File: src/rtl/ysyx_22041412_axi_rw_sched_pkg.sv
// Shared types and constants for the AXI read/write scheduler.
//   r_state_e : read FSM encoding (idle / IF burst / MEM burst)
//   w_state_e : write FSM encoding (idle / busy)
//   BURST_8   : AXI size for 8-byte beats, used for every read grant
//   LINE_OFF_DEF : default cache-line offset width for the store-to-load hazard compare
package ysyx_22041412_axi_pkg;

  typedef enum logic [1:0] {
    RIdle,
    RIf,
    RMem
  } r_state_e;

  typedef enum logic {
    WIdle,
    WBusy
  } w_state_e;

  localparam logic [2:0] BURST_8 = 3'b011;
  localparam int unsigned LINE_OFF_DEF = 6;

endpackage

File: src/rtl/ysyx_22041412_axi_rw_sched_if.sv
// Bus bundle between the core requesters, the scheduler and the AXI master.
//   if_r_*  : IF fetch read request and returned beats
//   mem_r_* : MEM load read request and returned beats
//   mem_w_* : MEM store write request, write data and beat acceptance
//   r_*     : read request to the AXI master and beats coming back
//   w_*     : write request to the AXI master and beat acceptance
// Modports:
//   master : the surroundings (core requesters plus AXI master) that drive the scheduler
//   slave  : the scheduler itself
interface ysyx_22041412_axi_rw_sched_if #(
  parameter int unsigned ADDR_W = 32,
  parameter int unsigned DATA_W = 64
);

  logic              if_r_valid;
  logic [ADDR_W-1:0] if_r_addr;
  logic [7:0]        if_r_len;
  logic              if_r_ready;
  logic [DATA_W-1:0] if_r_data;
  logic              if_r_last;

  logic              mem_r_valid;
  logic [ADDR_W-1:0] mem_r_addr;
  logic [7:0]        mem_r_len;
  logic              mem_r_ready;
  logic [DATA_W-1:0] mem_r_data;
  logic              mem_r_last;

  logic              mem_w_valid;
  logic [ADDR_W-1:0] mem_w_addr;
  logic [7:0]        mem_w_len;
  logic [2:0]        mem_w_size;
  logic [DATA_W-1:0] mem_w_data;
  logic              mem_w_ready;
  logic              mem_w_last;

  logic              r_valid;
  logic [ADDR_W-1:0] r_addr;
  logic [7:0]        r_len;
  logic [2:0]        r_size;
  logic              r_ready;
  logic [DATA_W-1:0] r_data;
  logic              r_last;

  logic              w_valid;
  logic [ADDR_W-1:0] w_addr;
  logic [7:0]        w_len;
  logic [2:0]        w_size;
  logic [DATA_W-1:0] w_data;
  logic              w_ready;
  logic              w_last;

  modport master (
    output if_r_valid, if_r_addr, if_r_len,
    input  if_r_ready, if_r_data, if_r_last,
    output mem_r_valid, mem_r_addr, mem_r_len,
    input  mem_r_ready, mem_r_data, mem_r_last,
    output mem_w_valid, mem_w_addr, mem_w_len, mem_w_size, mem_w_data,
    input  mem_w_ready, mem_w_last,
    input  r_valid, r_addr, r_len, r_size,
    output r_ready, r_data, r_last,
    input  w_valid, w_addr, w_len, w_size, w_data,
    output w_ready, w_last
  );

  modport slave (
    input  if_r_valid, if_r_addr, if_r_len,
    output if_r_ready, if_r_data, if_r_last,
    input  mem_r_valid, mem_r_addr, mem_r_len,
    output mem_r_ready, mem_r_data, mem_r_last,
    input  mem_w_valid, mem_w_addr, mem_w_len, mem_w_size, mem_w_data,
    output mem_w_ready, mem_w_last,
    output r_valid, r_addr, r_len, r_size,
    input  r_ready, r_data, r_last,
    output w_valid, w_addr, w_len, w_size, w_data,
    input  w_ready, w_last
  );

endinterface

File: src/rtl/ysyx_22041412_rd_grant.sv
// Read-channel grant decision with a starvation counter.
//   clk, rst     : clock, asynchronous active-low reset
//   idle         : read FSM is idle, grants only issue then
//   if_r_valid   : IF read pending
//   mem_r_valid  : MEM read pending
//   hazard       : MEM read targets a line with an outstanding write
//   grant_if/mem : one-cycle grant pulses, mutually exclusive
// MEM normally wins; after STARVE_MAX consecutive MEM grants while IF waits, IF is forced in.
module ysyx_22041412_rd_grant #(
  parameter int unsigned STARVE_MAX = 4
) (
  input  logic clk,
  input  logic rst,
  input  logic idle,
  input  logic if_r_valid,
  input  logic mem_r_valid,
  input  logic hazard,
  output logic grant_if,
  output logic grant_mem
);

  localparam int unsigned CntW = $clog2(STARVE_MAX + 1);

  logic [CntW-1:0] starve_q, starve_d;
  logic            starve_full;

  assign starve_full = (starve_q == CntW'(STARVE_MAX));

  always_comb begin
    grant_mem = idle & mem_r_valid & ~hazard & ~(starve_full & if_r_valid);
    grant_if  = idle & if_r_valid & ~grant_mem;
  end

  // Count only MEM grants that actually made IF wait; any other grant resets the streak.
  always_comb begin
    starve_d = starve_q;
    if (grant_mem && if_r_valid) begin
      if (!starve_full) starve_d = starve_q + CntW'(1);
    end else if (grant_mem || grant_if) begin
      starve_d = '0;
    end
  end

  always_ff @(posedge clk or negedge rst) begin
    if (!rst) starve_q <= '0;
    else      starve_q <= starve_d;
  end

endmodule

File: src/rtl/ysyx_22041412_axi_rw_sched.sv
// Read/write scheduler between the core's memory requesters and the AXI master.
//   clk, rst : clock, asynchronous active-low reset
//   bus      : scheduler view of the request/beat bundle (see the interface file)
// Reads: IF and MEM arbitrated by ysyx_22041412_rd_grant, request latched at grant and held
// until the last beat. Writes: single outstanding burst, latched at acceptance. A MEM read
// to the same cache line as an outstanding or incoming write waits for the write to finish.
module ysyx_22041412_axi_rw_sched
  import ysyx_22041412_axi_pkg::*;
#(
  parameter int unsigned ADDR_W     = 32,
  parameter int unsigned DATA_W     = 64,
  parameter int unsigned STARVE_MAX = 4,
  parameter int unsigned LINE_OFF   = LINE_OFF_DEF
) (
  input logic                         clk,
  input logic                         rst,
  ysyx_22041412_axi_rw_sched_if.slave bus
);

  r_state_e r_state_q, r_state_d;
  w_state_e w_state_q, w_state_d;

  logic [ADDR_W-1:0] r_addr_q, w_addr_q;
  logic [7:0]        r_len_q, w_len_q;
  logic [2:0]        r_size_q, w_size_q;
  logic [DATA_W-1:0] w_data_gated;

  logic w_busy, hazard, grant_if, grant_mem, r_done, w_done;

  assign w_busy = (w_state_q == WBusy);
  assign r_done = bus.r_ready & bus.r_last;
  assign w_done = bus.w_ready & bus.w_last;

  // Check both the latched write and a write being accepted this cycle, so that a
  // same-cycle write and read to one line resolves in favour of the write.
  assign hazard = bus.mem_r_valid &
                  ((w_busy &
                    (bus.mem_r_addr[ADDR_W-1:LINE_OFF] == w_addr_q[ADDR_W-1:LINE_OFF])) |
                   (bus.mem_w_valid &
                    (bus.mem_r_addr[ADDR_W-1:LINE_OFF] == bus.mem_w_addr[ADDR_W-1:LINE_OFF])));

  ysyx_22041412_rd_grant #(
    .STARVE_MAX (STARVE_MAX)
  ) u_rd_grant (
    .clk         (clk),
    .rst         (rst),
    .idle        (r_state_q == RIdle),
    .if_r_valid  (bus.if_r_valid),
    .mem_r_valid (bus.mem_r_valid),
    .hazard      (hazard),
    .grant_if    (grant_if),
    .grant_mem   (grant_mem)
  );

  // State registers
  always_ff @(posedge clk or negedge rst) begin
    if (!rst) begin
      r_state_q <= RIdle;
      w_state_q <= WIdle;
    end else begin
      r_state_q <= r_state_d;
      w_state_q <= w_state_d;
    end
  end

  // Next-state logic
  always_comb begin
    r_state_d = r_state_q;
    unique case (r_state_q)
      RIdle: begin
        if (grant_mem)     r_state_d = RMem;
        else if (grant_if) r_state_d = RIf;
      end
      RIf, RMem: if (r_done) r_state_d = RIdle;
      default:   r_state_d = RIdle;
    endcase

    w_state_d = w_state_q;
    unique case (w_state_q)
      WIdle:   if (bus.mem_w_valid) w_state_d = WBusy;
      WBusy:   if (w_done) w_state_d = WIdle;
      default: w_state_d = WIdle;
    endcase
  end

  // Request attributes, frozen for the duration of each burst
  always_ff @(posedge clk or negedge rst) begin
    if (!rst) begin
      r_addr_q <= '0;
      r_len_q  <= '0;
      r_size_q <= '0;
      w_addr_q <= '0;
      w_len_q  <= '0;
      w_size_q <= '0;
    end else begin
      if (grant_mem) begin
        r_addr_q <= bus.mem_r_addr;
        r_len_q  <= bus.mem_r_len;
        r_size_q <= BURST_8;
      end else if (grant_if) begin
        r_addr_q <= bus.if_r_addr;
        r_len_q  <= bus.if_r_len;
        r_size_q <= BURST_8;
      end
      if (!w_busy && bus.mem_w_valid) begin
        w_addr_q <= bus.mem_w_addr;
        w_len_q  <= bus.mem_w_len;
        w_size_q <= bus.mem_w_size;
      end
    end
  end

  // Outputs and beat routing
  always_comb begin
    bus.r_valid     = 1'b0;
    bus.if_r_ready  = 1'b0;
    bus.if_r_data   = '0;
    bus.if_r_last   = 1'b0;
    bus.mem_r_ready = 1'b0;
    bus.mem_r_data  = '0;
    bus.mem_r_last  = 1'b0;
    unique case (r_state_q)
      RIf: begin
        bus.r_valid    = 1'b1;
        bus.if_r_ready = bus.r_ready;
        bus.if_r_data  = bus.r_data;
        bus.if_r_last  = bus.r_last;
      end
      RMem: begin
        bus.r_valid     = 1'b1;
        bus.mem_r_ready = bus.r_ready;
        bus.mem_r_data  = bus.r_data;
        bus.mem_r_last  = bus.r_last;
      end
      default: ;
    endcase

    bus.w_valid     = w_busy;
    bus.mem_w_ready = w_busy & bus.w_ready;
    bus.mem_w_last  = w_busy & bus.w_last;
    w_data_gated    = w_busy ? bus.mem_w_data : '0;
  end

  assign bus.r_addr = r_addr_q;
  assign bus.r_len  = r_len_q;
  assign bus.r_size = r_size_q;
  assign bus.w_addr = w_addr_q;
  assign bus.w_len  = w_len_q;
  assign bus.w_size = w_size_q;
  assign bus.w_data = w_data_gated;

endmodule

File: src/flat_wrapper.sv
// flat-port wrapper written by rule: the top's interface ports become plain ports
module ysyx_22041412_axi_rw_sched_flat import ysyx_22041412_axi_pkg::*;
#(
  parameter int unsigned ADDR_W     = 32,
  parameter int unsigned DATA_W     = 64,
  parameter int unsigned STARVE_MAX = 4,
  parameter int unsigned LINE_OFF   = LINE_OFF_DEF
)
  (clk, rst, bus_if_r_valid, bus_if_r_addr, bus_if_r_len, bus_if_r_ready, bus_if_r_data, bus_if_r_last, bus_mem_r_valid, bus_mem_r_addr, bus_mem_r_len, bus_mem_r_ready, bus_mem_r_data, bus_mem_r_last, bus_mem_w_valid, bus_mem_w_addr, bus_mem_w_len, bus_mem_w_size, bus_mem_w_data, bus_mem_w_ready, bus_mem_w_last, bus_r_valid, bus_r_addr, bus_r_len, bus_r_size, bus_r_ready, bus_r_data, bus_r_last, bus_w_valid, bus_w_addr, bus_w_len, bus_w_size, bus_w_data, bus_w_ready, bus_w_last);
  ysyx_22041412_axi_rw_sched_if #(.ADDR_W(ADDR_W), .DATA_W(DATA_W)) bus_i ();
  input logic clk;
  input logic rst;
  input wire logic [$bits(bus_i.if_r_valid)-1:0] bus_if_r_valid;
  input wire logic [$bits(bus_i.if_r_addr)-1:0] bus_if_r_addr;
  input wire logic [$bits(bus_i.if_r_len)-1:0] bus_if_r_len;
  output wire logic [$bits(bus_i.if_r_ready)-1:0] bus_if_r_ready;
  output wire logic [$bits(bus_i.if_r_data)-1:0] bus_if_r_data;
  output wire logic [$bits(bus_i.if_r_last)-1:0] bus_if_r_last;
  input wire logic [$bits(bus_i.mem_r_valid)-1:0] bus_mem_r_valid;
  input wire logic [$bits(bus_i.mem_r_addr)-1:0] bus_mem_r_addr;
  input wire logic [$bits(bus_i.mem_r_len)-1:0] bus_mem_r_len;
  output wire logic [$bits(bus_i.mem_r_ready)-1:0] bus_mem_r_ready;
  output wire logic [$bits(bus_i.mem_r_data)-1:0] bus_mem_r_data;
  output wire logic [$bits(bus_i.mem_r_last)-1:0] bus_mem_r_last;
  input wire logic [$bits(bus_i.mem_w_valid)-1:0] bus_mem_w_valid;
  input wire logic [$bits(bus_i.mem_w_addr)-1:0] bus_mem_w_addr;
  input wire logic [$bits(bus_i.mem_w_len)-1:0] bus_mem_w_len;
  input wire logic [$bits(bus_i.mem_w_size)-1:0] bus_mem_w_size;
  input wire logic [$bits(bus_i.mem_w_data)-1:0] bus_mem_w_data;
  output wire logic [$bits(bus_i.mem_w_ready)-1:0] bus_mem_w_ready;
  output wire logic [$bits(bus_i.mem_w_last)-1:0] bus_mem_w_last;
  output wire logic [$bits(bus_i.r_valid)-1:0] bus_r_valid;
  output wire logic [$bits(bus_i.r_addr)-1:0] bus_r_addr;
  output wire logic [$bits(bus_i.r_len)-1:0] bus_r_len;
  output wire logic [$bits(bus_i.r_size)-1:0] bus_r_size;
  input wire logic [$bits(bus_i.r_ready)-1:0] bus_r_ready;
  input wire logic [$bits(bus_i.r_data)-1:0] bus_r_data;
  input wire logic [$bits(bus_i.r_last)-1:0] bus_r_last;
  output wire logic [$bits(bus_i.w_valid)-1:0] bus_w_valid;
  output wire logic [$bits(bus_i.w_addr)-1:0] bus_w_addr;
  output wire logic [$bits(bus_i.w_len)-1:0] bus_w_len;
  output wire logic [$bits(bus_i.w_size)-1:0] bus_w_size;
  output wire logic [$bits(bus_i.w_data)-1:0] bus_w_data;
  input wire logic [$bits(bus_i.w_ready)-1:0] bus_w_ready;
  input wire logic [$bits(bus_i.w_last)-1:0] bus_w_last;
  assign bus_i.if_r_valid = bus_if_r_valid;
  assign bus_i.if_r_addr = bus_if_r_addr;
  assign bus_i.if_r_len = bus_if_r_len;
  assign bus_if_r_ready = bus_i.if_r_ready;
  assign bus_if_r_data = bus_i.if_r_data;
  assign bus_if_r_last = bus_i.if_r_last;
  assign bus_i.mem_r_valid = bus_mem_r_valid;
  assign bus_i.mem_r_addr = bus_mem_r_addr;
  assign bus_i.mem_r_len = bus_mem_r_len;
  assign bus_mem_r_ready = bus_i.mem_r_ready;
  assign bus_mem_r_data = bus_i.mem_r_data;
  assign bus_mem_r_last = bus_i.mem_r_last;
  assign bus_i.mem_w_valid = bus_mem_w_valid;
  assign bus_i.mem_w_addr = bus_mem_w_addr;
  assign bus_i.mem_w_len = bus_mem_w_len;
  assign bus_i.mem_w_size = bus_mem_w_size;
  assign bus_i.mem_w_data = bus_mem_w_data;
  assign bus_mem_w_ready = bus_i.mem_w_ready;
  assign bus_mem_w_last = bus_i.mem_w_last;
  assign bus_r_valid = bus_i.r_valid;
  assign bus_r_addr = bus_i.r_addr;
  assign bus_r_len = bus_i.r_len;
  assign bus_r_size = bus_i.r_size;
  assign bus_i.r_ready = bus_r_ready;
  assign bus_i.r_data = bus_r_data;
  assign bus_i.r_last = bus_r_last;
  assign bus_w_valid = bus_i.w_valid;
  assign bus_w_addr = bus_i.w_addr;
  assign bus_w_len = bus_i.w_len;
  assign bus_w_size = bus_i.w_size;
  assign bus_w_data = bus_i.w_data;
  assign bus_i.w_ready = bus_w_ready;
  assign bus_i.w_last = bus_w_last;
  ysyx_22041412_axi_rw_sched #(.ADDR_W(ADDR_W), .DATA_W(DATA_W), .STARVE_MAX(STARVE_MAX), .LINE_OFF(LINE_OFF)) u_core (.clk(clk), .rst(rst), .bus(bus_i));
endmodule
File: config.mk
export PLATFORM = sky130hd
export DESIGN_NAME = ysyx_22041412_axi_rw_sched_flat
export DESIGN_NICKNAME = d
export VERILOG_FILES = /design/src/rtl/ysyx_22041412_axi_rw_sched_pkg.sv /design/src/rtl/ysyx_22041412_axi_rw_sched_if.sv /design/src/rtl/ysyx_22041412_rd_grant.sv /design/src/rtl/ysyx_22041412_axi_rw_sched.sv /design/src/flat_wrapper.sv
export SDC_FILE = /design/constraint.sdc
export NUM_CORES = 1
export LEC_CHECK = 0
export ABC_AREA = 1
export CAP_MARGIN = 15
export CORE_AREA = 2 2 210 212
export CTS_CLUSTER_SIZE = 14
export DETAILED_ROUTE_END_ITERATION = 16
export DIE_AREA = 0 0 212 214
export PLACE_DENSITY_LB_ADDON = 0.3
export SLEW_MARGIN = 20
export SYNTH_ARGS = -nofsm -noshare
export SYNTH_HDL_FRONTEND = slang
export SYNTH_SLANG_ARGS = --single-unit
File: constraint.sdc
create_clock -name clk -period 1.4 [get_ports clk]
set_input_delay 0.14 -clock clk [delete_from_list [all_inputs] [get_ports clk]]
set_output_delay 0.14 -clock clk [all_outputs]
set_load 0.02 [all_outputs]
### Word level (Yosys, flattened, before mapping)

Cells that the tools add are included.

* add/sub/neg operators: 1
* equality and inequality tests: 8
* multiplexer cells: 24
* bitwise operators: 18
* reductions and logical operators: 10

Operators with widths (number)
* $mux W64: 3
* $mux W32: 2
* $eq A26 B26 Y1: 2
* $mux W8: 2
* $mux W3: 5
* $and A1 B1 Y1: 13
* $mux W1: 7
* $mux W2: 3
* $not A1 Y1: 4
* $pmux W2 S2: 1
* $reduce_and A2 Y1: 2
* $reduce_bool A2 Y1: 2
* $add A3 B1 Y3 const B: 1
* $eq A3 B3 Y1 const B: 1
* $ne A3 B1 Y1 const B: 1
* $eq A2 B1 Y1 const B: 1
* $eq A2 B2 Y1 const B: 1
* $logic_and A1 B1 Y1: 2
* $logic_not A2 Y1: 1
* $ne A2 B1 Y1 const B: 1
* $ne A2 B2 Y1 const B: 1
* $pmux W1 S2: 1
* $reduce_or A2 Y1: 1
* $logic_not A1 Y1: 1
* 2 further kinds: 2

* flip-flop bits (word level): 92
* input bits: 260
* output and inout port bits: 286
* logic and storage cells: 70

### Longest topological paths before layout

Gate-level depths: netlist (run 1).

* depth after elaboration: 12
* mapped depth: 14
* mapped depth without buffers: 13

### Modules after synthesis

A second synthesis (run 1) with hierarchy kept.

* cells, all modules: 1041
* area, all modules: 6449.9 µm²

Modules (own cells, without submodules)
* ysyx_22041412_axi_rw_sched: times used 1, cells each 1012, area an instance 6232.2 µm², sequential area each 2177.1 µm²
* ysyx_22041412_rd_grant: times used 1, cells each 29, area an instance 217.7 µm², sequential area each 75.1 µm²

### Worst setup path after synthesis (run 1)

No wires, ideal clock.

* path kind: flip-flop to flip-flop
* from: register u_core.w_state_q, in the netlist u_core.bus.w_valid
* to: register u_core.r_addr_q[16], in the netlist u_core.bus.r_addr[16]
* data arrival time: 1.564 ns
* data required time: 1.331 ns
* slack: -0.234 ns
* stages on the path, launching flop included: 12
* cell sequence: dfrtp_1 -> buf_2 -> nand2_1 -> nor3_1 -> nand2_1 -> nor2_2 -> nand2_2 -> nand3_4 -> buf_6 -> buf_8 -> nand3_2 -> nand3_1

* word-level cells in the longest chain between the ends: 9
* elaborated cells between the ends (all ways): 10
* classes of those cells: mux: 1; bitwise: 8; reduce/logical: 1

Ends and longest elaborated chain
* start, declared: line ysyx_22041412_axi_rw_sched.sv:21 `w_state_e w_state_q, w_state_d;`
* start signal, assigned: line ysyx_22041412_axi_rw_sched.sv:59 `w_state_q <= WIdle;`
* start signal, assigned: line ysyx_22041412_axi_rw_sched.sv:62 `w_state_q <= w_state_d;`
* $and A1 B1 Y1 *: line ysyx_22041412_axi_rw_sched.sv:37 `((w_busy &`
* $or A1 B1 Y1 *: line ysyx_22041412_axi_rw_sched.sv:38 `(bus.mem_r_addr[ADDR_W-1:LINE_OFF] == w_addr_q[ADDR_W-1:LINE_OFF])) |`
* $and A1 B1 Y1 *: line ysyx_22041412_axi_rw_sched.sv:36 `assign hazard = bus.mem_r_valid &`
* $not A1 Y1 *: line ysyx_22041412_rd_grant.sv:30 `grant_mem = idle & mem_r_valid & ~hazard & ~(starve_full & if_r_valid);`
* $and A1 B1 Y1 * (2 in a row): line ysyx_22041412_rd_grant.sv:30
* $not A1 Y1: line ysyx_22041412_rd_grant.sv:31 `grant_if = idle & if_r_valid & ~grant_mem;`
* $and A1 B1 Y1: line ysyx_22041412_rd_grant.sv:31
* $reduce_bool A2 Y1 (no source line)
* end signal, assigned: line ysyx_22041412_axi_rw_sched.sv:97 `r_addr_q <= bus.mem_r_addr;`
* end signal, assigned: line ysyx_22041412_axi_rw_sched.sv:101 `r_addr_q <= bus.if_r_addr;`
* end, declared: line ysyx_22041412_axi_rw_sched.sv:23 `logic [ADDR_W-1:0] r_addr_q, w_addr_q;`

Every way passes the cells marked *; elsewhere a longest branch is shown, timed or not.
A chain may end at the register's enable or synchronous reset.

### Final worst setup path (run 1)

* from: register u_core.r_state_q[0]
* to: output bus_if_r_data[32]

* word-level cells in the longest chain between the ends: 2

Ends and longest elaborated chain
* start, declared: line ysyx_22041412_axi_rw_sched.sv:20 `r_state_e r_state_q, r_state_d;`
* start signal, assigned: line ysyx_22041412_axi_rw_sched.sv:58 `r_state_q <= RIdle;`
* start signal, assigned: line ysyx_22041412_axi_rw_sched.sv:61 `r_state_q <= r_state_d;`
* $eq A2 B1 Y1: line ysyx_22041412_axi_rw_sched.sv:122 `unique case (r_state_q)`
* $mux W64: line ysyx_22041412_axi_rw_sched.sv:122
* end, declared: line flat_wrapper.sv:17 `output wire logic [$bits(bus_i.if_r_data)-1:0] bus_if_r_data;`

Every way passes these cells.

==> impl_results.md, run 1 <==
* Root buf cell: clkbuf_16
* CTS HTree Levels at 3
* Bufs on Longest Clock Path at 2
* Failing checks: setup timing
* CP Data Required Time at 1.26 ns
* Core area at 42900 µm²
* CP Capture Type: primary output
* Most frequent cells in the layout: clkdlybuf4s50_1 (323), nand2_1 (239), inv_1 (171)
* Area delta synth->final at 140%
* Min Clock Period, post-route at 1.78 ns
* Remaining Overflow, GRT at 0
* Fraction of layout cells with a size suffix above 1 at between 30% and 40%
* Final core area utilization at 37.3%
* Largest area contributor in the netlist: dfrtp_1
* Worst Hold Path Cells at 3
* Wire length of the first global-routing pass at 56100 µm
* Crit Path Max Fanout at 7
* Worst vdd ir at 0.000602 V
* Crit path max-delay cell type: dfrtp_1
* Clock Sinks at 90
* Register-to-Register Setup Slack at -0.35 ns
* Critical path arrival at 1.64 ns
* Vias per inst at approximately 3.9
* DP HPWL at 33000 µm
* Synth cell types at 29
* TritonCTS clock tree: done
* Die H at 214 µm
* Part of the Yosys area used for sequential elements at 33.8%
* Post-synth EDFFs at 0
* RSZ-0062 raised after global routing: true
* PD cells at 1430 nW/µm²
* Largest cells by area after synthesis: dfrtp_1 (34%), nand2_1 (20%), inv_1 (16%), nand3_1 (10%), mux2_2 (3.7%)
* Final antenna-violating net count at 0
* Final nets at 2018
* Main synth FF type: dfrtp_1
* Rows at 76
* Initial cell density of the core at 15.5%
* Worst path cell trace: buf_6, ha_4, buf_12, buf_16, nand2_2, inv_1, buf_2
* Startpoint Class: flip-flop
* YS warnings at 0
* Max Clock Skew at 0.0138 ns
* TritonCTS buffer count at 9
* Worst min path class: in2reg
* Leakage Power at 8.99 nW
* Cell area after layout at roughly 16000 µm²
* FMAX at 0.562 GHz
* Setup CP Type: reg2out
* Final setup violation count at 367
* Cells after synthesis at 1072
* Worst Slack Setup Final at -0.380 ns
* FF-to-FF path depth at 11
* Share of the synthesized area in the top cell type at 33.8%
* Hold slack at 0.156 ns
* Via count at 9278
* Total GRT Usage at 16.9%
* Status: finished with violations
* IO Port Bufs at between 500 and 600
* Post-Synthesis Cell Area at 6660 µm²
* # IOs at 546
* Number of synthesized register bits at 90
* Async S/R FF share, synth at 100%
* DR WL/cell at about 18 µm
* RePlAce Congestion at 0.899
* Max-cap violations at 0
* Final Max Tran Viols at 0
* Clock latency at the later pin of the worst-skew pair at ~0.37 ns
* Routed WL at 43300 µm
* Commonest non-fill, non-tap cell in the layout: clkdlybuf4s50_1
* Clock-pin slew on the worst setup and hold paths at ~0.070 ns
* Final Hold Viols at 0
* CP peak stage delay at 0.40 ns
* Mapped Nets at about 1300
* Largest net degree at the start of global routing at roughly 40
* Post-DP Area at 13600 µm²
* Antenna violations before repair at 21
* Vias in the first global route at 8902
* Drt pass-1 iters at 5
* Initial DRC Count at about 330
* Period utilization at 127%
* Die W at 212 µm
* DRC violations left at 0
* Die area at ~45000 µm²
* Post-synthesis average cell area at 6.21 µm²
==> routing by layer <==
layer / track usage, % / share of wire, %
met5: 0 / 0.29
met2: 33.0 / 56
met3: 6.05 / 8.5
met1: 16.2 / 34
met4: 4.69 / 1.5
==> what timing repair did <==
action / CTS / global route
hold endpoints to repair: 51 / 0
gates resized for setup: 640 / 694
setup buffers: 3 / 36
endpoints found under the setup margin: 368 / 370
hold buffers: 1 / 0
gates cloned: 5 / 27
pin swaps: 4 / 59
==> worst paths after layout <==
kind,start,end
min in group asynchronous,rst,u_core.bus.w_addr[27]
hold reg to reg,u_core.bus.w_addr[2],u_core.bus.w_addr[2]
setup / recovery,u_core.r_state_q[0],bus_if_r_data[32]
setup reg to reg,u_core.bus.w_addr[31],u_core.bus.r_len[7]
max in group asynchronous,rst,u_core.bus.w_addr[12]
hold / removal,bus_mem_w_addr[12],u_core.bus.w_addr[12]
==> through the flow <==
step	setup TNS (ns)	total power (W)	setup slack, ns	std cells
final	-90.33	0.0228	-0.380	2353
after global routing	-115.09	0.0242	-0.474	2350
after global placement	-94.84	0.0170	-0.806	2257
after detailed placement	-99.77	0.0171	-0.811	2257
after floorplan	-8.32	0.0101	-0.200	1072
after CTS	-101.28	0.0198	-0.424	2282
==> sequential cells by signal (all words and copies together), names as in the netlist <==
name,count
u_core.bus.r_addr,32
u_core.bus.r_size,1
u_core.bus.w_len,8
u_core.u_rd_grant.starve_q,3
u_core.bus.r_len,8
u_core.bus.w_size,3
u_core.bus.w_valid,1
u_core.r_state_q,2
u_core.bus.w_addr,32
==> cell usage after synthesis, types with 2 or more instances <==
cell type	n
nand4_1	5
nand2_1	357
nand3_2	20
buf_8	2
buf_1	6
buf_4	2
nor2_1	39
ha_1	5
buf_2	11
inv_2	15
a21oi_1	8
clkbuf_1	33
dfrtp_1	90
o21ai_0	15
mux2_2	22
nand3_1	134
xnor2_1	17
clkinv_1	5
nor2_2	2
inv_1	275
==> power breakdown <==
part           total (W)  leakage [nW]  switching, W  internal [W]
Combinational     0.0162          7.77       0.00826       0.00790
Sequential       0.00421          1.09      0.000669       0.00354
Clock            0.00246         0.135       0.00123       0.00123
Total             0.0228          8.99        0.0102        0.0127
==> worst max-delay path: cells and delay by family (launching register included) <==
family,cells,cell delay (ns)
fa+ha+maj,1,0.18
flops,1,0.40
simple gates,1,0.08
buf+inv,5,0.61
==> kinds of logic after synthesis <==
logic type | Yosys count | share of synthesized area [%]
AO/OA/AOI/OAI | 25 | 1.95
XOR/XNOR | 18 | 2.37
adder cells (fa/ha/maj) | 5 | 0.940
buffers and inverters | 350 | 20.5
flip-flops | 90 | 33.8
multiplexers | 22 | 3.72
other | 1 | 0.0563
AND/OR/NAND/NOR | 561 | 36.6
==> layout make-up <==
| class | instances | area (µm²) |
|---|---|---|
| repair buffers | 725 | 7580 |
| clock inverters | 6 | 55.1 |
| multi-input cells | 632 | 3990 |
| well taps | 585 | 732 |
| clock buffers | 10 | 229 |
| inverters | 295 | 1110 |
| flip-flops and latches | 90 | 2250 |
| fillers | 4381 | 26900 |
| diodes | 10 | 25.0 |
(Power assumes the default switching activity.)
==> inputs of run 2 (changes only) <==
Settings changed: CORE_AREA 2 2 210 212 to 2 2 212 214, DIE_AREA 0 0 212 214 to 0 0 214 216.
Clock period 1.4 ns to 1.9 ns, I/O delays scaled along.
==> impl_results.md, run 2 (synthesis results as in run 1) <==
* TritonCTS buffer count at 9
* DR WL/cell at 17.8 µm
* Bufs on Longest Clock Path at 2
* Initial cell density of the core at roughly 15%
* Period utilization at 97.2%
* CP Data Required Time at 2.23 ns
* Largest net degree at the start of global routing at 91
* Int Pwr at 0.00810 W
* Crit Path Max Fanout at 14
* Drt pass-1 iters at 5
* Via count at just under 9000
* Clk network pwr share at 13.5%
* Most frequent cells in the layout: nand2_1 (339), clkdlybuf4s50_1 (334), inv_1 (273)
* Clock latency at the later pin of the worst-skew pair at 0.38 ns
* Clock-pin slew on the worst setup and hold paths at 0.08 ns
* Max Clock Skew at between 0.01 and 0.015 ns
* Inst Count DP at 2216
* Final nets at 1934
* Fraction of layout cells with a size suffix above 1 at 24.4%
* Routed WL at about 40000 µm
* RSZ-0062 raised after global routing: true
* Status: completed
* Max-cap violations at 0
* Final Max Tran Viols at 0
* IO Port Bufs at 544
* Worst min path class: in2reg
* NetSw at 0.00690 W
* Root buf cell: clkbuf_16
* Clock Sinks at 90
* RePlAce Congestion at 0.928
* CP Capture Type: flip-flop
* # IOs at 546
* Post-route setup TNS at 0 ns
* Leakage Power at 8.06 nW
* Total GRT Usage at 16.9%
* Antenna violations before repair at 11
* Initial DRC Count at 328
* Startpoint Class: flip-flop
* Switching share of power at 46.0%
* Fin cells at 2269
* Critical path arrival at about 2.2 ns
* DRC violations left at 0
* Pwr Total at 0.0150 W
* Die H at 216 µm
* Setup CP Type: reg2reg
* Rows at 77
* FMAX at 0.541 GHz
* Final Hold Viols at 0
* CTS HTree Levels at 3
* Core area at 43800 µm²
* PD cells at 1080 nW/µm²
* Min Clock Period, post-route at about 1.8 ns
* Area delta synth->final at 110%
* Vias in the first global route at 8781
* Relative slew slack at 59.8%
* Worst slew pin tran at 0.603 ns
* Vias per inst at 3.85
* Wire length of the first global-routing pass at roughly 58000 µm
* Seq pwr share at 20.9%
* Worst vdd ir at 0.000551 V
* Die area at 46200 µm²
* Remaining Overflow, GRT at 0
* Comb pwr share at 65.6%
* Die W at 214 µm
* TritonCTS clock tree: done
* Commonest non-fill, non-tap cell in the layout: nand2_1
* DP HPWL at around 32000 µm
* Final setup violation count at 0
* Final antenna-violating net count at 0
[run 2: cell type report]
class                   instances  area, µm²
clock buffers                   9        225
inverters                     295       1110
repair buffers                641       6040
flip-flops and latches         90       2250
clock inverters                 7       82.6
well taps                     592        741
fillers                      4784      29900
diodes                          3       7.51
multi-input cells             632       3500
[run 2: stage by stage]
stage / hold slack, ns / instance area [µm²] / util (%) / worst slack [ns]
floorplan: -0.106 / 6660 / - / 0.266
finish: 0.247 / 14000 / 31.8 / 0.0526
CTS: 0.325 / 13900 / 31.6 / -0.127
global placement: 0.305 / 13200 / 30.1 / -0.537
global route: 0.258 / 13900 / 31.8 / -0.0617
detailed placement: 0.304 / 13200 / 30.1 / -0.556
[run 2: worst paths after layout]
check,from,endpoint,slack (ns),cells past startpoint
worst max-delay path,u_core.bus.w_addr[16],u_core.bus.r_addr[2],0.05,14
worst min-delay path,bus_mem_r_addr[8],u_core.bus.r_addr[8],0.25,3
worst max register to register,u_core.bus.w_addr[16],u_core.bus.r_addr[2],0.05,14
worst min register to register,u_core.bus.w_size[2],u_core.bus.w_size[2],0.51,1
max in group asynchronous,rst,u_core.bus.r_size[0],1.01,3
min in group asynchronous,rst,u_core.bus.r_len[4],0.37,3
[run 2: power groups by stage]
stage	logic [W]	clock network [W]	registers (W)
2_1_floorplan	0.00353	0	0.00386
3_3_place_gp	0.00906	0	0.00315
3_5_place_dp	0.00909	0	0.00316
4_1_cts	0.00968	0.00215	0.00312
5_1_grt	0.0105	0.00221	0.00323
6_report	0.00984	0.00203	0.00313
[run 2: timing repair]
item,CTS,global route
gates resized for setup,556,151
pin swaps,15,28
cloned,9,2
hold endpoints to repair,90,0
hold buffers,1,0
setup endpoints to repair,232,113
setup buffers,17,7
[run 2: layer usage]
metal / GRT usage, % / routed length (µm)
met2: 30.9 / 20600
met3: 6.40 / 3510
met1: 18.0 / 15500
met4: 4.87 / 745
met5: 0 / 64
[run 2: worst max-delay path: stages, from the launching register on]
cell     delay (ns)
dfrtp_1        0.40
inv_1          0.07
nand2_1        0.05
nand2_1        0.13
nand2_1        0.11
nor2_1         0.10
nand2_1        0.07
nor2_2         0.11
nand2_2        0.08
nand3_4        0.12
buf_12         0.12
buf_12         0.12
buf_12         0.16
nand2_1        0.08
nand3_2        0.07
